### config.mk
export PLATFORM = sky130hd
export DESIGN_NAME = axis_video_stats
export DESIGN_NICKNAME = d
export VERILOG_FILES = /design/src/rtl/axis_video_stats.sv
export SDC_FILE = /design/constraint.sdc
export NUM_CORES = 1
export LEC_CHECK = 0
export BUFFER_PORTS_ARGS = -buffer_cell sky130_fd_sc_hd__buf_2
export CAP_MARGIN = 30
export CORE_MARGIN = 2
export CORE_UTILIZATION = 27
export CTS_CLUSTER_DIAMETER = 120
export DETAILED_ROUTE_END_ITERATION = 8
export SLEW_MARGIN = 20
export SYNTH_ARGS = -nofsm -noshare
export SYNTH_HDL_FRONTEND = slang
export SYNTH_SLANG_ARGS = --single-unit
### constraint.sdc
create_clock -name clk -period 6.8 [get_ports clk]
set_input_delay 0.68 -clock clk [delete_from_list [all_inputs] [get_ports clk]]
set_output_delay 0.68 -clock clk [all_outputs]
set_load 0.01 [all_outputs]
### src/rtl/axis_video_stats.sv
// Per-frame statistics sink for an RGB565 AXI4-Stream video path.
// Measures width, height, pixel count and luma sum per frame, flags framing errors, drives an LED brightness byte.
module axis_video_stats #(
    parameter int CNT_W      = 12,
    parameter int LUMA_SHIFT = 18
) (
    input  logic             clk,
    input  logic             reset,
    input  logic [15:0]      s_axis_video_tdata,
    input  logic             s_axis_video_tvalid,
    output logic             s_axis_video_tready,
    input  logic             s_axis_video_tuser,
    input  logic             s_axis_video_tlast,
    output logic             stat_valid,
    output logic [CNT_W-1:0] frame_width,
    output logic [CNT_W-1:0] frame_height,
    output logic [23:0]      pixel_count,
    output logic [31:0]      luma_sum,
    output logic             frame_err,
    output logic [15:0]      frame_count,
    output logic [7:0]       LED
);

    typedef enum logic {WAIT_SOF, IN_FRAME} state_t;

    localparam logic [CNT_W-1:0] CNT_MAX = '1;
    localparam logic [CNT_W-1:0] CNT_ONE = CNT_W'(1);

    state_t           state_q;
    logic             rdy_q;
    logic [CNT_W-1:0] col_q, col_d, row_q, row_d, wid_q, wid_d;
    logic [23:0]      pix_q, pix_d;
    logic [31:0]      acc_q, acc_d;
    logic             err_q, err_d;
    logic [7:0]       y_q;
    logic             yv_q;

    logic             beat, sof, close, take;
    logic [7:0]       r8, g8, b8, y_c;
    logic [10:0]      ysum;
    logic [CNT_W-1:0] col_b, row_b, wid_b, col_inc;
    logic [23:0]      pix_b;
    logic             err_b;
    logic [31:0]      luma_close, luma_shr;
    logic [7:0]       led_c;

    assign s_axis_video_tready = rdy_q;

    assign beat  = s_axis_video_tvalid & rdy_q;
    assign sof   = beat & s_axis_video_tuser;
    assign close = sof & (state_q == IN_FRAME);
    assign take  = beat & (s_axis_video_tuser | (state_q == IN_FRAME));

    assign r8   = {s_axis_video_tdata[15:11], s_axis_video_tdata[15:13]};
    assign g8   = {s_axis_video_tdata[10:5],  s_axis_video_tdata[10:9]};
    assign b8   = {s_axis_video_tdata[4:0],   s_axis_video_tdata[4:2]};
    assign ysum = 11'(r8) * 11'd2 + 11'(g8) * 11'd5 + 11'(b8);
    assign y_c  = ysum[10:3];

    // A start-of-frame beat is counted against freshly cleared frame state.
    assign col_b   = sof ? '0 : col_q;
    assign row_b   = sof ? '0 : row_q;
    assign wid_b   = sof ? '0 : wid_q;
    assign pix_b   = sof ? '0 : pix_q;
    assign err_b   = sof ? 1'b0 : err_q;
    assign col_inc = (col_b == CNT_MAX) ? CNT_MAX : col_b + CNT_ONE;

    always_comb begin
        col_d = col_q;
        row_d = row_q;
        wid_d = wid_q;
        pix_d = pix_q;
        err_d = err_q;
        if (take) begin
            pix_d = pix_b + 24'd1;
            row_d = row_b;
            wid_d = wid_b;
            col_d = col_inc;
            err_d = err_b | (col_b == CNT_MAX) | ((col_inc == CNT_MAX) & ~s_axis_video_tlast);
            if (s_axis_video_tlast) begin
                col_d = '0;
                row_d = (row_b == CNT_MAX) ? CNT_MAX : row_b + CNT_ONE;
                if (row_b == '0)
                    wid_d = col_inc;
                else if (col_inc != wid_b)
                    err_d = 1'b1;
            end
        end
    end

    // The last pixel's luma may still sit in the pipeline register at close time.
    always_comb begin
        acc_d = acc_q;
        if (sof)
            acc_d = '0;
        else if (yv_q)
            acc_d = acc_q + {24'd0, y_q};
    end

    assign luma_close = acc_q + (yv_q ? {24'd0, y_q} : 32'd0);
    assign luma_shr   = luma_close >> LUMA_SHIFT;
    assign led_c      = (|luma_shr[31:8]) ? 8'hFF : luma_shr[7:0];

    always_ff @(posedge clk) begin
        if (reset) begin
            state_q      <= WAIT_SOF;
            rdy_q        <= 1'b0;
            col_q        <= '0;
            row_q        <= '0;
            wid_q        <= '0;
            pix_q        <= '0;
            acc_q        <= '0;
            err_q        <= 1'b0;
            y_q          <= '0;
            yv_q         <= 1'b0;
            stat_valid   <= 1'b0;
            frame_width  <= '0;
            frame_height <= '0;
            pixel_count  <= '0;
            luma_sum     <= '0;
            frame_err    <= 1'b0;
            frame_count  <= '0;
            LED          <= '0;
        end else begin
            rdy_q      <= 1'b1;
            col_q      <= col_d;
            row_q      <= row_d;
            wid_q      <= wid_d;
            pix_q      <= pix_d;
            acc_q      <= acc_d;
            err_q      <= err_d;
            y_q        <= y_c;
            yv_q       <= take;
            stat_valid <= close;
            if (sof)
                state_q <= IN_FRAME;
            if (close) begin
                frame_width  <= wid_q;
                frame_height <= row_q;
                pixel_count  <= pix_q;
                luma_sum     <= luma_close;
                frame_err    <= err_q | (col_q != '0);
                frame_count  <= frame_count + 16'd1;
                LED          <= led_c;
            end
        end
    end

endmodule
======== Word level (Yosys, flattened, before mapping) ========
Index checks and enable logic that the tools add are counted.
word-level totals
  output and inout port bits .............. 107
  register bits ........................... 210
  word-level logic and storage cells ...... 62
  input bits .............................. 21
operators by class
  multiply operators ...................... 1
  add/sub/neg operators ................... 8
  reduce and logical (&&, ||, !) cells .... 4
  multiplexer cells ....................... 17
  eq/ne operators ......................... 4
  bitwise gates (word level) .............. 10
operators by type and width
  kind                                                                 count
  12-bit 2-to-1 mux                                                    9
  32-bit by 8-bit adder with 32-bit output                             2
  12-bit == test, second input constant                                3
  12-bit by 1-bit adder with 12-bit output, second input constant      2
  24-bit by 1-bit adder with 24-bit output, second input constant      1
  24-bit 2-to-1 mux                                                    1
  16-bit by 1-bit adder with 16-bit output, second input constant      1
  8-bit 2-to-1 mux                                                     2
  12-bit zero test                                                     1
  12-bit != test                                                       1
  12-bit nonzero test                                                  1
  11-bit by 8-bit adder with 11-bit output                             1
  9-bit by 11-bit adder with 11-bit output                             1
  8-bit by 3-bit multiplier with 11-bit output, second input constant  1
  6-bit OR reduction                                                   1
  1-bit AND                                                            5
  1-bit 2-to-1 mux                                                     5
  1-bit OR                                                             4
  2-bit OR reduction                                                   1
  1-bit NOT                                                            1

======== Longest topological paths before layout ========
  depth after elaboration ................. 11
  gate-level depth with buffers ........... 13
  mapped depth without buffers ............ 13

======== Least setup slack after synthesis ========
OpenSTA, ideal clock, no wires.
  kind .................................... input to register
  start ................................... in s_axis_video_tdata[6]
  end ..................................... reg y_q[7]
  setup time .............................. 0.131 ns
  required time ........................... 6.669 ns
  path slack .............................. 3.335 ns
  stages .................................. 12
  arrival time ............................ 3.334 ns
  path buffers ............................ 0
  path through ............................ ha_1 > inv_1 > fa_1 > fa_1 > fa_1 > nor2b_1 > o21ai_0 > a21boi_0 > o21ai_0 > a21o_1 > a21boi_0 > nor3b_1
on the way
  word-level cells in the longest chain between the ends .. 3
ends and longest elaborated chain
  what                                          RTL line  source
  start, declared                               9         input logic [15:0] s_axis_video_tdata,
  8-bit by 3-bit multiplier with 11-bit output  57        assign ysum = 11'(r8) * 11'd2 + 11'(g8) * 11'd5 + 11'(b8);
  9-bit by 11-bit adder with 11-bit output      57
  11-bit by 8-bit adder with 11-bit output      57
  end signal, assigned                          132       y_q <= y_c;
  end, declared                                 35        logic [7:0] y_q;
No other way between the ends.
A chain may end at the register's enable or synchronous reset.

======== Worst setup path in the final report ========
  start ................................... reg yv_q
  end ..................................... reg LED[4]
on the way
  word-level cells in the longest chain between the ends .. 4
ends and longest elaborated chain
  what                                        RTL line  source
  start, declared                             36        logic yv_q;
  start signal, assigned                      133       yv_q <= take;
  8-bit 2-to-1 mux *                          100       assign luma_close = acc_q + (yv_q ? {24'd0, y_q} : 32'd0);
  32-bit by 8-bit adder with 32-bit output *  100
  6-bit OR reduction                          102       assign led_c = (|luma_shr[31:8]) ? 8'hFF : luma_shr[7:0];
  8-bit 2-to-1 mux *                          102
  end signal, assigned                        144       LED <= led_c;
  end, declared                               21        output logic [7:0] LED
Mark *: on every way between the ends. The rest lies on a longest branch, timed or not.

==> metrics.txt <==
# TYPE chip_impl_metric gauge
chip_impl_metric{name="hold_ws",unit="ns"} 0.449
chip_impl_metric{name="final_cell_count_no_fill",unit=""} 1942
chip_impl_metric{name="worstMarginPinSlew",unit="ns"} 0.963
chip_impl_metric{name="post_cts_hold_buffer_count",unit=""} 0
chip_impl_metric{name="setup_viol",unit=""} 0
chip_impl_info{name="cts_root_buffer",value="clkbuf_16"} 1
chip_impl_info{name="synthFlopType",value="dfxtp_1"} 1
chip_impl_info{name="category_of_the_worst_setup_path_launch_point",value="register"} 1
chip_impl_info{name="outcome",value="finished clean"} 1
chip_impl_metric{name="setup_ws",unit="ns"} 3.23
chip_impl_info{name="critical_path.top_delay_family",value="compound AO/OA/AOI/OAI gates"} 1
chip_impl_metric{name="gr_util_all_layers",unit="%"} 13.5
chip_impl_metric{name="yosysSeqAreaShare",unit="%"} 39.0
chip_impl_metric{name="grt_first_pass_wirelength",unit="um"} 46700
chip_impl_metric{name="antenna_violating_nets_post_route",unit=""} 0
chip_impl_info{name="worst_hold_path_type",value="register to register"} 1
chip_impl_info{name="setup.worst_path.end_class",value="register"} 1
chip_impl_metric{name="insertion_delay",unit="ns"} 0.53
chip_impl_metric{name="core_area",unit="mm2"} 0.0395
chip_impl_metric{name="pin_count",unit=""} 128
chip_impl_metric{name="period_share",unit="%"} 52.4
chip_impl_metric{name="dp.final_hpwl",unit="um"} 19900
chip_impl_metric{name="postRouteWirelength",unit="um"} 28300
chip_impl_metric{name="timing_hold_violations_final",unit=""} 0
chip_impl_metric{name="fin_nets",unit=""} 1476
chip_impl_metric{name="timing_max_transition_violations_final",unit=""} 0
chip_impl_info{name="critPathMostFrequentCell",value="a21oi_1"} 1
chip_impl_metric{name="max_cap_violations",unit=""} 0
chip_impl_metric{name="flow.area_growth_from_synthesis",unit="%"} 17.5
chip_impl_metric{name="cell_rows",unit=""} 73
chip_impl_metric{name="cts_setup_buffers",unit=""} 0
chip_impl_metric{name="critPathArrivalTime",unit="ns"} 3.96
chip_impl_metric{name="ys_warn_count",unit=""} 0
chip_impl_metric{name="drt-vias-per-instance",unit=""} 4.87
chip_impl_metric{name="placement.cell_area",unit="mm2"} 0.0119
chip_impl_metric{name="globalRouteOverflowTotal",unit=""} 0
chip_impl_metric{name="synth-edff-count",unit=""} 0
chip_impl_metric{name="number_of_antenna_violations_at_the_first_check_in_global_routing",unit=""} 0
chip_impl_metric{name="final.min_clock_period",unit="ns"} 3.57
chip_impl_metric{name="dieHeight",unit="um"} 204
chip_impl_metric{name="clock_sinks",unit=""} 210
chip_impl_metric{name="synth-async-reset-ratio",unit="%"} 0
chip_impl_metric{name="die_area",unit="mm2"} 0.0415
chip_impl_metric{name="antenna_cells",unit=""} 0
chip_impl_info{name="path_class",value="register to register"} 1
chip_impl_metric{name="seq_area",unit="mm2"} 0.00420
chip_impl_metric{name="timing.clock.skew",unit="ns"} 0.0145
chip_impl_metric{name="drt_iter0_markers",unit=""} 688
chip_impl_metric{name="timing.setup.tns",unit="ns"} 0
chip_impl_metric{name="synth_area",unit="mm2"} 0.0108
chip_impl_metric{name="postLayoutCellArea",unit="mm2"} 0.0127
chip_impl_metric{name="num_vias",unit=""} 9461
chip_impl_metric{name="fillCellCount",unit=""} 4158
chip_impl_metric{name="worst_ep_required_time",unit="ns"} 7.19
chip_impl_metric{name="peakVddDrop",unit="mV"} 0.110
chip_impl_info{name="cp_slowest_cell",value="dfxtp_1"} 1
chip_impl_metric{name="slew_limit_headroom",unit="%"} 35.6
chip_impl_metric{name="grt_pass1_vias",unit=""} 9146
chip_impl_metric{name="cts_buffers",unit=""} 25
chip_impl_info{name="tritoncts",value="yes"} 1
chip_impl_metric{name="maxClockFrequency",unit="MHz"} 280
chip_impl_metric{name="drive_above_1_share",unit="%"} 14.3
chip_impl_metric{name="crit_buf_inv",unit=""} 0
chip_impl_metric{name="multi_input_comb_area",unit="mm2"} 0.00608
chip_impl_metric{name="gate_count_after_technology_mapping",unit=""} 1312
chip_impl_metric{name="gp_routability_congestion",unit=""} 0.849
chip_impl_metric{name="post-route-drc-count",unit=""} 0
chip_impl_metric{name="dpl_worst_slack",unit="ns"} 2.95
chip_impl_metric{name="final_core_density",unit="%"} 32.0
chip_impl_metric{name="power_per_cell_area",unit="mW/mm2"} 231
chip_impl_metric{name="cts_resized",unit=""} 0
chip_impl_metric{name="cts-htree-levels",unit=""} 1
chip_impl_metric{name="start_util",unit="%"} 27.3
chip_impl_metric{name="number_of_nets_in_the_synthesized_netlist",unit=""} 1386
chip_impl_metric{name="cts_buffer_depth",unit=""} 3
chip_impl_info{name="path_cells",value="and2_1 -> ha_1 -> a2111o_1 -> o21ai_1 -> a21oi_1 -> mux2i_1 -> nor4_4 -> a21oi_1"} 1
chip_impl_metric{name="synth-seq-cells",unit=""} 210
chip_impl_metric{name="cp_slowest_stage_delay",unit="ns"} 0.84
chip_impl_metric{name="synth_cell_types",unit=""} 72
chip_impl_metric{name="grt_max_degree",unit=""} 87
chip_impl_metric{name="die_w",unit="um"} 204
chip_impl_metric{name="avgRoutedWirePerCell",unit="um"} 14.6
chip_impl_metric{name="dr.pass1.iters",unit=""} 5
chip_impl_metric{name="max_fanout_on_critical_path",unit=""} 24
chip_impl_metric{name="p_leak",unit="nW"} 5.03
chip_impl_metric{name="worst_setup_hold_path_clk_slew",unit="ns"} 0.06
chip_impl_metric{name="dpl.cell_count",unit=""} 1900
chip_impl_metric{name="port-buffer-count",unit=""} 127
chip_impl_metric{name="syn-mean-instance-area",unit="um2"} 8.22
chip_impl_metric{name="totalPowerFinal",unit="mW"} 2.92
chip_impl_info{name="unrepaired_setup_endpoints_after_global_routing",value="false"} 1
==> cell type report <==
type	instances	area share, %
well taps	525	5.18
multi-input cells	977	48.0
inverters	49	1.45
clock inverters	11	0.958
clock buffers	31	5.51
flip-flops and latches	210	33.2
repair buffers	139	5.75
==> tightest hold or removal path: stages, from the launching register on <==
cell	delay, ns
dfxtp_1	0.30
nand2_1	0.05
a21oi_1	0.05
==> cell usage in the layout, fill, tap and decap left out, types with 31 or more instances in the layout <==
cell type / count
a21oi_1: 109
buf_2: 126
dfxtp_1: 210
ha_1: 38
inv_1: 49
nand2_1: 175
nor2_1: 161
nor3_1: 31
o21ai_0: 53
xnor2_1: 39
xor2_1: 56
==> final timing paths <==
check,cells past startpoint,from,to,slack (ns)
worst max-delay path,8,yv_q$_SDFF_PP0_,LED[4]$_SDFFE_PP0P_,3.23
worst min-delay path,2,pixel_count[17]$_SDFFE_PP0P_,pixel_count[17]$_SDFFE_PP0P_,0.45
worst max register to register,8,yv_q$_SDFF_PP0_,LED[4]$_SDFFE_PP0P_,3.23
worst min register to register,2,pixel_count[17]$_SDFFE_PP0P_,pixel_count[17]$_SDFFE_PP0P_,0.45
==> where the power goes <==
| part | leakage [nW] | internal (mW) | switching (mW) |
|---|---|---|---|
| clock | 0.403 | 0.801 | 0.533 |
| combinational | 2.93 | 0.127 | 0.181 |
| sequential | 1.69 | 1.26 | 0.0224 |
| total | 5.03 | 2.18 | 0.737 |
==> layer usage <==
| metal | track usage [%] | wire [um] | vias up |
|---|---|---|---|
| met5 | 0 | 0 | - |
| met4 | 4.04 | 592 | 0 |
| met3 | 2.87 | 1690 | 50 |
| met2 | 23.3 | 13600 | 181 |
| met1 | 16.8 | 12400 | 4493 |
| li1 | - | - | 4737 |
==> logic make-up (layout without fill, tap and decap cells) <==
kind of cell / Yosys count / in the layout / share of synthesized area (%)
xor gates and xnor gates: 95 / 95 / 7.72
and+or+nand+nor: 529 / 529 / 23.3
muxes: 8 / 8 / 0.743
buffers and inverters: 125 / 230 / 4.67
AOI/OAI and AO/OA: 292 / 292 / 17.4
adders and majority gates: 53 / 53 / 7.20
DFF: 210 / 210 / 39.0
==> flip-flops by register name, indices dropped and copies added (netlist names), 12 cells and up <==
| register | cells |
|---|---|
| acc_q | 32 |
| col_q | 12 |
| frame_count | 16 |
| frame_height | 12 |
| frame_width | 12 |
| luma_sum | 32 |
| pix_q | 24 |
| pixel_count | 24 |
| row_q | 12 |
| wid_q | 12 |
==> synth_stat cells, types with 26 or more instances <==
cell type  instances  area, um2
xor2_1            56        490
nor3_1            31        155
clkbuf_1          55        206
nand3_1           30        150
a211oi_1          29        218
a22oi_1           26        195
ha_1              38        475
nand2_1          176        661
nand4_1           27        169
nor2_1           161        604
inv_1             49        184
a21oi_1          109        546
xnor2_1           39        342
dfxtp_1          210       4200
o21ai_0           53        265
(Power assumes the default switching activity.)
